--- src/rtl/kgp_mem_pkg.sv ---
// rtl/kgp_mem_pkg.sv - shared owner encoding, default widths and in-flight tag type
package kgp_mem_pkg;

  localparam logic OWN_IF = 1'b0;
  localparam logic OWN_DM = 1'b1;

  localparam int ADDR_W_DEF = 10;
  localparam int DATA_W_DEF = 32;

  typedef struct packed {
    logic valid;
    logic owner;
  } rd_tag_t;

endpackage

--- src/rtl/kgp_mem_arbiter_if.sv ---
// rtl/kgp_mem_arbiter_if.sv - fetch, data and BRAM signal bundle for the memory arbiter
interface kgp_mem_arbiter_if
  import kgp_mem_pkg::*;
#(
  parameter int ADDR_W = ADDR_W_DEF,
  parameter int DATA_W = DATA_W_DEF
) ();

  logic              if_req;
  logic [ADDR_W-1:0] if_addr;
  logic              if_flush;
  logic              if_gnt;
  logic              if_rvalid;
  logic [DATA_W-1:0] if_rdata;

  logic              dm_req;
  logic              dm_we;
  logic [ADDR_W-1:0] dm_addr;
  logic [DATA_W-1:0] dm_wdata;
  logic              dm_gnt;
  logic              dm_rvalid;
  logic [DATA_W-1:0] dm_rdata;

  logic              mem_en;
  logic              mem_we;
  logic [ADDR_W-1:0] mem_addr;
  logic [DATA_W-1:0] mem_din;
  logic [DATA_W-1:0] mem_dout;

  modport slave (
    input  if_req, if_addr, if_flush, dm_req, dm_we, dm_addr, dm_wdata, mem_dout,
    output if_gnt, if_rvalid, if_rdata, dm_gnt, dm_rvalid, dm_rdata,
           mem_en, mem_we, mem_addr, mem_din
  );

  modport master (
    output if_req, if_addr, if_flush, dm_req, dm_we, dm_addr, dm_wdata, mem_dout,
    input  if_gnt, if_rvalid, if_rdata, dm_gnt, dm_rvalid, dm_rdata,
           mem_en, mem_we, mem_addr, mem_din
  );

endinterface

--- src/rtl/kgp_rd_tag_pipe.sv ---
// rtl/kgp_rd_tag_pipe.sv - READ_LAT-deep {valid, owner} shift register with fetch flush
module kgp_rd_tag_pipe
  import kgp_mem_pkg::*;
#(
  parameter int READ_LAT = 1
) (
  input  logic    clk,
  input  logic    rst_n,
  input  rd_tag_t i_push,
  input  logic    i_flush_if,
  output rd_tag_t o_tail
);

  rd_tag_t r_pipe [READ_LAT];
  rd_tag_t w_next [READ_LAT];

  // Flush applies to the entry entering this cycle as well as those already queued.
  always_comb begin
    w_next[0] = i_push;
    for (int i = 1; i < READ_LAT; i++) begin
      w_next[i] = r_pipe[i-1];
    end
    for (int i = 0; i < READ_LAT; i++) begin
      if (i_flush_if && (w_next[i].owner == OWN_IF)) begin
        w_next[i].valid = 1'b0;
      end
    end
  end

  always_ff @(posedge clk or negedge rst_n) begin
    if (!rst_n) begin
      for (int i = 0; i < READ_LAT; i++) begin
        r_pipe[i] <= '0;
      end
    end else begin
      for (int i = 0; i < READ_LAT; i++) begin
        r_pipe[i] <= w_next[i];
      end
    end
  end

  // A fetch return landing in the flush cycle is stale too, so it is masked.
  assign o_tail.owner = r_pipe[READ_LAT-1].owner;
  assign o_tail.valid = r_pipe[READ_LAT-1].valid &
                        ~(i_flush_if & (r_pipe[READ_LAT-1].owner == OWN_IF));

endmodule

--- src/rtl/kgp_mem_arbiter.sv ---
// rtl/kgp_mem_arbiter.sv - shares one registered-read BRAM between fetch and data ports
module kgp_mem_arbiter
  import kgp_mem_pkg::*;
#(
  parameter int ADDR_W        = ADDR_W_DEF,
  parameter int DATA_W        = DATA_W_DEF,
  parameter int READ_LAT      = 1,
  parameter int MAX_DM_STREAK = 4
) (
  input  logic              clk,
  input  logic              reset,
  kgp_mem_arbiter_if.slave  bus
);

  localparam int STREAK_W = $clog2(MAX_DM_STREAK + 1);
  localparam logic [STREAK_W-1:0] STREAK_MAX = STREAK_W'(MAX_DM_STREAK);

  logic [STREAK_W-1:0] r_streak;
  logic [DATA_W-1:0]   r_if_rdata;
  logic [DATA_W-1:0]   r_dm_rdata;

  logic                w_streak_full;
  logic                w_if_gnt;
  logic                w_dm_gnt;
  logic                w_store;
  logic [ADDR_W-1:0]   w_mem_addr;
  logic                w_if_rvalid;
  logic                w_dm_rvalid;
  rd_tag_t             w_push;
  rd_tag_t             w_tail;

  // Data wins ties until it has starved a waiting fetch MAX_DM_STREAK times.
  assign w_streak_full = (r_streak == STREAK_MAX);
  assign w_if_gnt      = reset & bus.if_req & (~bus.dm_req | w_streak_full);
  assign w_dm_gnt      = reset & bus.dm_req & ~(bus.if_req & w_streak_full);
  assign w_store       = w_dm_gnt & bus.dm_we;
  assign w_mem_addr    = w_dm_gnt ? bus.dm_addr : bus.if_addr;

  assign bus.if_gnt   = w_if_gnt;
  assign bus.dm_gnt   = w_dm_gnt;
  assign bus.mem_en   = w_if_gnt | w_dm_gnt;
  assign bus.mem_we   = w_store;
  assign bus.mem_addr = w_mem_addr;
  assign bus.mem_din  = w_store ? bus.dm_wdata : '0;

  always_ff @(posedge clk or negedge reset) begin
    if (!reset) begin
      r_streak <= '0;
    end else if (w_if_gnt || !bus.if_req) begin
      r_streak <= '0;
    end else if (w_dm_gnt && !w_streak_full) begin
      r_streak <= r_streak + 1'b1;
    end
  end

  assign w_push.valid = w_if_gnt | (w_dm_gnt & ~bus.dm_we);
  assign w_push.owner = w_dm_gnt ? OWN_DM : OWN_IF;

  kgp_rd_tag_pipe #(
    .READ_LAT (READ_LAT)
  ) u_tag_pipe (
    .clk        (clk),
    .rst_n      (reset),
    .i_push     (w_push),
    .i_flush_if (bus.if_flush),
    .o_tail     (w_tail)
  );

  assign w_if_rvalid = w_tail.valid & (w_tail.owner == OWN_IF);
  assign w_dm_rvalid = w_tail.valid & (w_tail.owner == OWN_DM);

  always_ff @(posedge clk or negedge reset) begin
    if (!reset) begin
      r_if_rdata <= '0;
      r_dm_rdata <= '0;
    end else begin
      if (w_if_rvalid) r_if_rdata <= bus.mem_dout;
      if (w_dm_rvalid) r_dm_rdata <= bus.mem_dout;
    end
  end

  assign bus.if_rvalid = w_if_rvalid;
  assign bus.dm_rvalid = w_dm_rvalid;
  assign bus.if_rdata  = w_if_rvalid ? bus.mem_dout : r_if_rdata;
  assign bus.dm_rdata  = w_dm_rvalid ? bus.mem_dout : r_dm_rdata;

endmodule

--- src/flat_wrapper.sv ---
// flat-port wrapper written by rule: the top's interface ports become plain ports
module kgp_mem_arbiter_flat import kgp_mem_pkg::*;
#(
  parameter int ADDR_W        = ADDR_W_DEF,
  parameter int DATA_W        = DATA_W_DEF,
  parameter int READ_LAT      = 1,
  parameter int MAX_DM_STREAK = 4
)
  (clk, reset, bus_if_req, bus_if_addr, bus_if_flush, bus_dm_req, bus_dm_we, bus_dm_addr, bus_dm_wdata, bus_mem_dout, bus_if_gnt, bus_if_rvalid, bus_if_rdata, bus_dm_gnt, bus_dm_rvalid, bus_dm_rdata, bus_mem_en, bus_mem_we, bus_mem_addr, bus_mem_din);
  kgp_mem_arbiter_if #(.ADDR_W(ADDR_W), .DATA_W(DATA_W)) bus_i ();
  input  logic clk;
  input  logic reset;
  input wire logic [$bits(bus_i.if_req)-1:0] bus_if_req;
  input wire logic [$bits(bus_i.if_addr)-1:0] bus_if_addr;
  input wire logic [$bits(bus_i.if_flush)-1:0] bus_if_flush;
  input wire logic [$bits(bus_i.dm_req)-1:0] bus_dm_req;
  input wire logic [$bits(bus_i.dm_we)-1:0] bus_dm_we;
  input wire logic [$bits(bus_i.dm_addr)-1:0] bus_dm_addr;
  input wire logic [$bits(bus_i.dm_wdata)-1:0] bus_dm_wdata;
  input wire logic [$bits(bus_i.mem_dout)-1:0] bus_mem_dout;
  output wire logic [$bits(bus_i.if_gnt)-1:0] bus_if_gnt;
  output wire logic [$bits(bus_i.if_rvalid)-1:0] bus_if_rvalid;
  output wire logic [$bits(bus_i.if_rdata)-1:0] bus_if_rdata;
  output wire logic [$bits(bus_i.dm_gnt)-1:0] bus_dm_gnt;
  output wire logic [$bits(bus_i.dm_rvalid)-1:0] bus_dm_rvalid;
  output wire logic [$bits(bus_i.dm_rdata)-1:0] bus_dm_rdata;
  output wire logic [$bits(bus_i.mem_en)-1:0] bus_mem_en;
  output wire logic [$bits(bus_i.mem_we)-1:0] bus_mem_we;
  output wire logic [$bits(bus_i.mem_addr)-1:0] bus_mem_addr;
  output wire logic [$bits(bus_i.mem_din)-1:0] bus_mem_din;
  assign bus_i.if_req = bus_if_req;
  assign bus_i.if_addr = bus_if_addr;
  assign bus_i.if_flush = bus_if_flush;
  assign bus_i.dm_req = bus_dm_req;
  assign bus_i.dm_we = bus_dm_we;
  assign bus_i.dm_addr = bus_dm_addr;
  assign bus_i.dm_wdata = bus_dm_wdata;
  assign bus_i.mem_dout = bus_mem_dout;
  assign bus_if_gnt = bus_i.if_gnt;
  assign bus_if_rvalid = bus_i.if_rvalid;
  assign bus_if_rdata = bus_i.if_rdata;
  assign bus_dm_gnt = bus_i.dm_gnt;
  assign bus_dm_rvalid = bus_i.dm_rvalid;
  assign bus_dm_rdata = bus_i.dm_rdata;
  assign bus_mem_en = bus_i.mem_en;
  assign bus_mem_we = bus_i.mem_we;
  assign bus_mem_addr = bus_i.mem_addr;
  assign bus_mem_din = bus_i.mem_din;
  kgp_mem_arbiter #(.ADDR_W(ADDR_W), .DATA_W(DATA_W), .READ_LAT(READ_LAT), .MAX_DM_STREAK(MAX_DM_STREAK)) u_core (.clk(clk), .reset(reset), .bus(bus_i));
endmodule
--- config.mk ---
export PLATFORM = sky130hd
export DESIGN_NAME = kgp_mem_arbiter_flat
export DESIGN_NICKNAME = d
export VERILOG_FILES = /design/src/rtl/kgp_mem_pkg.sv /design/src/rtl/kgp_mem_arbiter_if.sv /design/src/rtl/kgp_rd_tag_pipe.sv /design/src/rtl/kgp_mem_arbiter.sv /design/src/flat_wrapper.sv
export SDC_FILE = /design/constraint.sdc
export NUM_CORES = 1
export LEC_CHECK = 0
export ABC_AREA = 1
export ABC_CLOCK_PERIOD_IN_PS = 1200
export CAP_MARGIN = 20
export CORE_ASPECT_RATIO = 0.8
export CORE_MARGIN = 8
export CORE_UTILIZATION = 30
export CTS_BUF_LIST = sky130_fd_sc_hd__clkbuf_8
export DETAILED_ROUTE_END_ITERATION = 6
export GPL_ROUTABILITY_DRIVEN = 1
export GPL_TIMING_DRIVEN = 1
export PLACE_DENSITY_LB_ADDON = 0.12
export SKIP_LAST_GASP = 1
export SYNTH_ARGS = -nofsm -noshare
export SYNTH_HDL_FRONTEND = slang
export SYNTH_SLANG_ARGS = --single-unit
--- constraint.sdc ---
create_clock -name clk -period 1.2 [get_ports clk]
set_input_delay 0.18 -clock clk [delete_from_list [all_inputs] [get_ports clk]]
set_output_delay 0.18 -clock clk [all_outputs]
set_load 0.02 [all_outputs]
==> flow_summary.toml, run 1 <==
[outcome]
outcome = "finished, violations left"
violations = "negative hold slack, negative setup slack"

[global_routing]
overflow = 0
antenna_found_initial = 1
grt_max_degree = 41
grt_pass1_wl_um = 20860
grt_pass1_vias = 3819
grtUsageTotal_pct = 17.75

[floorplanning]
die_x_um = 134.4
rows = 34
io_pins = 202
core_um2 = 10890
initial_utilization_pct = 30.91
die_area_um2 = 14890
fp.dieH_um = 110.7

[critical_path]
worst_path_most_repeated_cell = "buf_12"
r2r_start = "u_core.u_tag_pipe.o_tail[0]$_DFF_PN0_"
cp_top_family = "buffers and inverters"
cp.arrival_ns = 1.70
worst-path-buf-inv = 4
crit_path_cell_trace = "nor2_2 > nand2_4 > buf_12 > buf_12 > buf_4 > o21ai_4 > buf_6"
critPathCapture = "bus_if_rdata[9]"
critPathSlowestCell = "dfrtp_1"
max_stage_delay_ns = 0.40
path_max_fanout = 7
worstReg2RegEnd = "u_core.r_if_rdata[5]$_DFF_PN0_"
worst_setup_path_end_kind = "output pin"
reg2reg_depth = 9
r2r_slack_ns = -0.34
crit_required_ns = 1.02
critPathLaunchType = "flop"
path_depth = 7
cp-startpoint = "u_core.u_tag_pipe.o_tail[0]$_DFF_PN0_"
path_class = "reg -> out"

[timing]
hold_violations = 2
tns_ns = -66.91
rsz0062_at_grt = "yes"
relSlewSlack_pct = 65.54
worst_slack_ns = -0.6841
fin_skew_ns = 0.004741
max_freq_mhz = 530.8
hold_ws_ns = -0.0009720
fin_crit_sh_pct = 157.0
setup_viol = 159
slew_viol_final = 0
finalCriticalPeriod_ns = 1.884
tightest_slew_ns = 0.5170

[clocking]
cts.clk_slew.worst_paths_ns = 0.07
cts_sinks = 69
cts_buffer_depth = 2
cts_tree = "built"
htree_levels = 3
root_buffer = "clkbuf_8"
clkLatencyLatePin_ns = 0.33
cts_buffers = 9

[detailed_routing]
routed_wl_um = 14600
vias = 3615
first_pass_iters = 4
first_iter_violations = 104
wl_per_cell_um = 17.48
viasPerCell = 4.329
drc = 0
ant_nets = 0

[min_path]
worst_hold_path_type = "in -> async"

[yosys]
syn-cell-area_um2 = 3366
synth-seq-cells = 69
syn_inst = 387
ys_seq_area_share_pct = 51.30
synth_area_per_cell_um2 = 8.697
ys_types = 21
synth_nets = 479
yosys_warnings = 0

[layout]
layout-drive-gt1-share_pct = 61.65
final_cell_mix = "buf_6 (143), clkdlybuf4s50_1 (86), inv_1 (70)"
nets = 779
diodes = 0
final_common_cell = "buf_6"
area_delta_synth_final_pct = 142.1

[pwr]
cellLeakagePower_nw = 3.906
p_int_mw = 6.491
p_seq_share_pct = 31.5
p_sw_mw = 3.842
swShare_pct = 37.18
clkPwrFrac_pct = 15.2
fin_total_pwr_mw = 10.33
p_comb_share_pct = 53.3
ir_worst_vdd_mv = 0.8470
p_per_area_nw_per_um2 = 1268

[placement]
io_buffers = 201
gp_congestion = 0.7517
dp_hpwl_um = 9440

[job]
maxCapViolCount = 0
-- repair_timing --
item,4_1_cts,5_1_grt
endpoints found under the setup margin,136,160
gates cloned,9,2
pin swaps,7,25
gates resized for setup,592,342
setup buffers,37,33
hold endpoints to repair,17,0
-- worst register-to-register path: stages (launching register included) --
cell	delay, ns
dfrtp_1	0.40
nor2_2	0.16
nand2_4	0.08
buf_12	0.15
buf_12	0.14
buf_8	0.13
nand2_2	0.07
o21ai_4	0.06
buf_4	0.13
buf_4	0.12
-- logic make-up (layout without fill, tap and decap cells) --
group / after synthesis / in the layout / synth area share (%)
AOI/OAI and AO/OA: 64 / 64 / 9.517
adders and majority gates: 2 / 2 / 0.7434
buffers and inverters: 96 / 400 / 13.64
DFF: 69 / 69 / 51.30
and+or+nand+nor: 156 / 156 / 24.80
-- synthesized netlist by cell type, drive strengths merged --
| cell type | n | area share (%) |
|---|---|---|
| dfrtp | 69 | 51 |
| nor2 | 35 | 10 |
| nand2 | 119 | 14 |
| buf | 15 | 4.4 |
| nand3 | 2 | 0.45 |
| ha | 2 | 0.74 |
| o21ai | 64 | 9.5 |
| inv | 76 | 8.6 |
| clkinv | 1 | 0.11 |
| clkbuf | 4 | 0.48 |
-- cell type report --
| type | instances | area [um^2] |
|---|---|---|
| fill | 755 | 2741 |
| multi-input combinational | 222 | 2331 |
| clock buffer | 9 | 123.9 |
| sequential | 69 | 1728 |
| inverter | 77 | 306.5 |
| timing repair buffer | 308 | 3447 |
| tap | 144 | 180.2 |
| clock inverter | 6 | 32.53 |
-- state kept, by name (all words and copies together), names as in the netlist --
signal	flops
u_core.r_if_rdata	32
u_core.u_tag_pipe.r_pipe	1
u_core.r_streak	3
u_core.u_tag_pipe.o_tail	1
u_core.r_dm_rdata	32
-- power by group through the flow --
| stage | registers, mW | clock network, mW | logic, mW |
|---|---|---|---|
| global placement | 3.06 | 0 | 4.10 |
| finish | 3.26 | 1.57 | 5.50 |
| global route | 3.30 | 1.74 | 5.83 |
| detailed placement | 3.08 | 0 | 4.14 |
| CTS | 3.07 | 1.63 | 4.52 |
| floorplan | 3.03 | 0 | 2.05 |
-- worst min path at each step --
stage | start | endpoint | slack, ns | cells after the start
final | reset | u_core.r_dm_rdata[24]$_DFF_PN0_ | -0.001 | 3
after global routing | reset | u_core.r_if_rdata[14]$_DFF_PN0_ | 0.02 | 3
after CTS | reset | u_core.r_streak[0]$_DFFE_PN0P_ | -0.006 | 3
after detailed placement | reset | u_core.r_if_rdata[30]$_DFF_PN0_ | 0.37 | 3
after global placement | reset | u_core.r_streak[0]$_DFFE_PN0P_ | 0.36 | 3
after floorplan | reset | u_core.r_dm_rdata[0]$_DFF_PN0_ | -0.12 | 0
-- per-layer routing --
| layer | GRT usage [%] | share of wire, % | vias up |
|---|---|---|---|
| met5 | 0 | 0.089 | - |
| met4 | 4.108 | 1.6 | 2 |
| li1 | - | - | 1753 |
| met2 | 31.58 | 55 | 107 |
| met3 | 5.525 | 6.0 | 22 |
| met1 | 20.18 | 38 | 1731 |
-- through the flow --
stage          instance area, um^2  setup WS [ns]  instances  utilization, %
2_1_floorplan                 3734        -0.1585        387               -
3_3_place_gp                  6222        -0.9477        761           57.13
3_5_place_dp                  6222        -0.9520        761           57.13
4_1_cts                       7153        -0.7392        822           65.68
5_1_grt                       8149        -0.7552        835           74.83
6_report                      8149        -0.6841        835           74.83
Power figures use the tool's default switching activity.
==> run 2, diff against run 1 <==
--- a/config.mk
+++ b/config.mk
@@ -7,7 +7,6 @@
 export LEC_CHECK = 0
 export ABC_AREA = 1
 export ABC_CLOCK_PERIOD_IN_PS = 1200
-export CAP_MARGIN = 20
 export CORE_ASPECT_RATIO = 0.8
 export CORE_MARGIN = 8
 export CORE_UTILIZATION = 30
==> results of run 2 <==
Final layout, timing and power as in run 1 (identical DEF).
==> run 3, diff against run 2 <==
--- a/config.mk
+++ b/config.mk
@@ -6,7 +6,6 @@
 export NUM_CORES = 1
 export LEC_CHECK = 0
 export ABC_AREA = 1
-export ABC_CLOCK_PERIOD_IN_PS = 1200
 export CORE_ASPECT_RATIO = 0.8
 export CORE_MARGIN = 8
 export CORE_UTILIZATION = 30
==> results of run 3 <==
Final layout, timing and power as in run 1 (identical DEF).
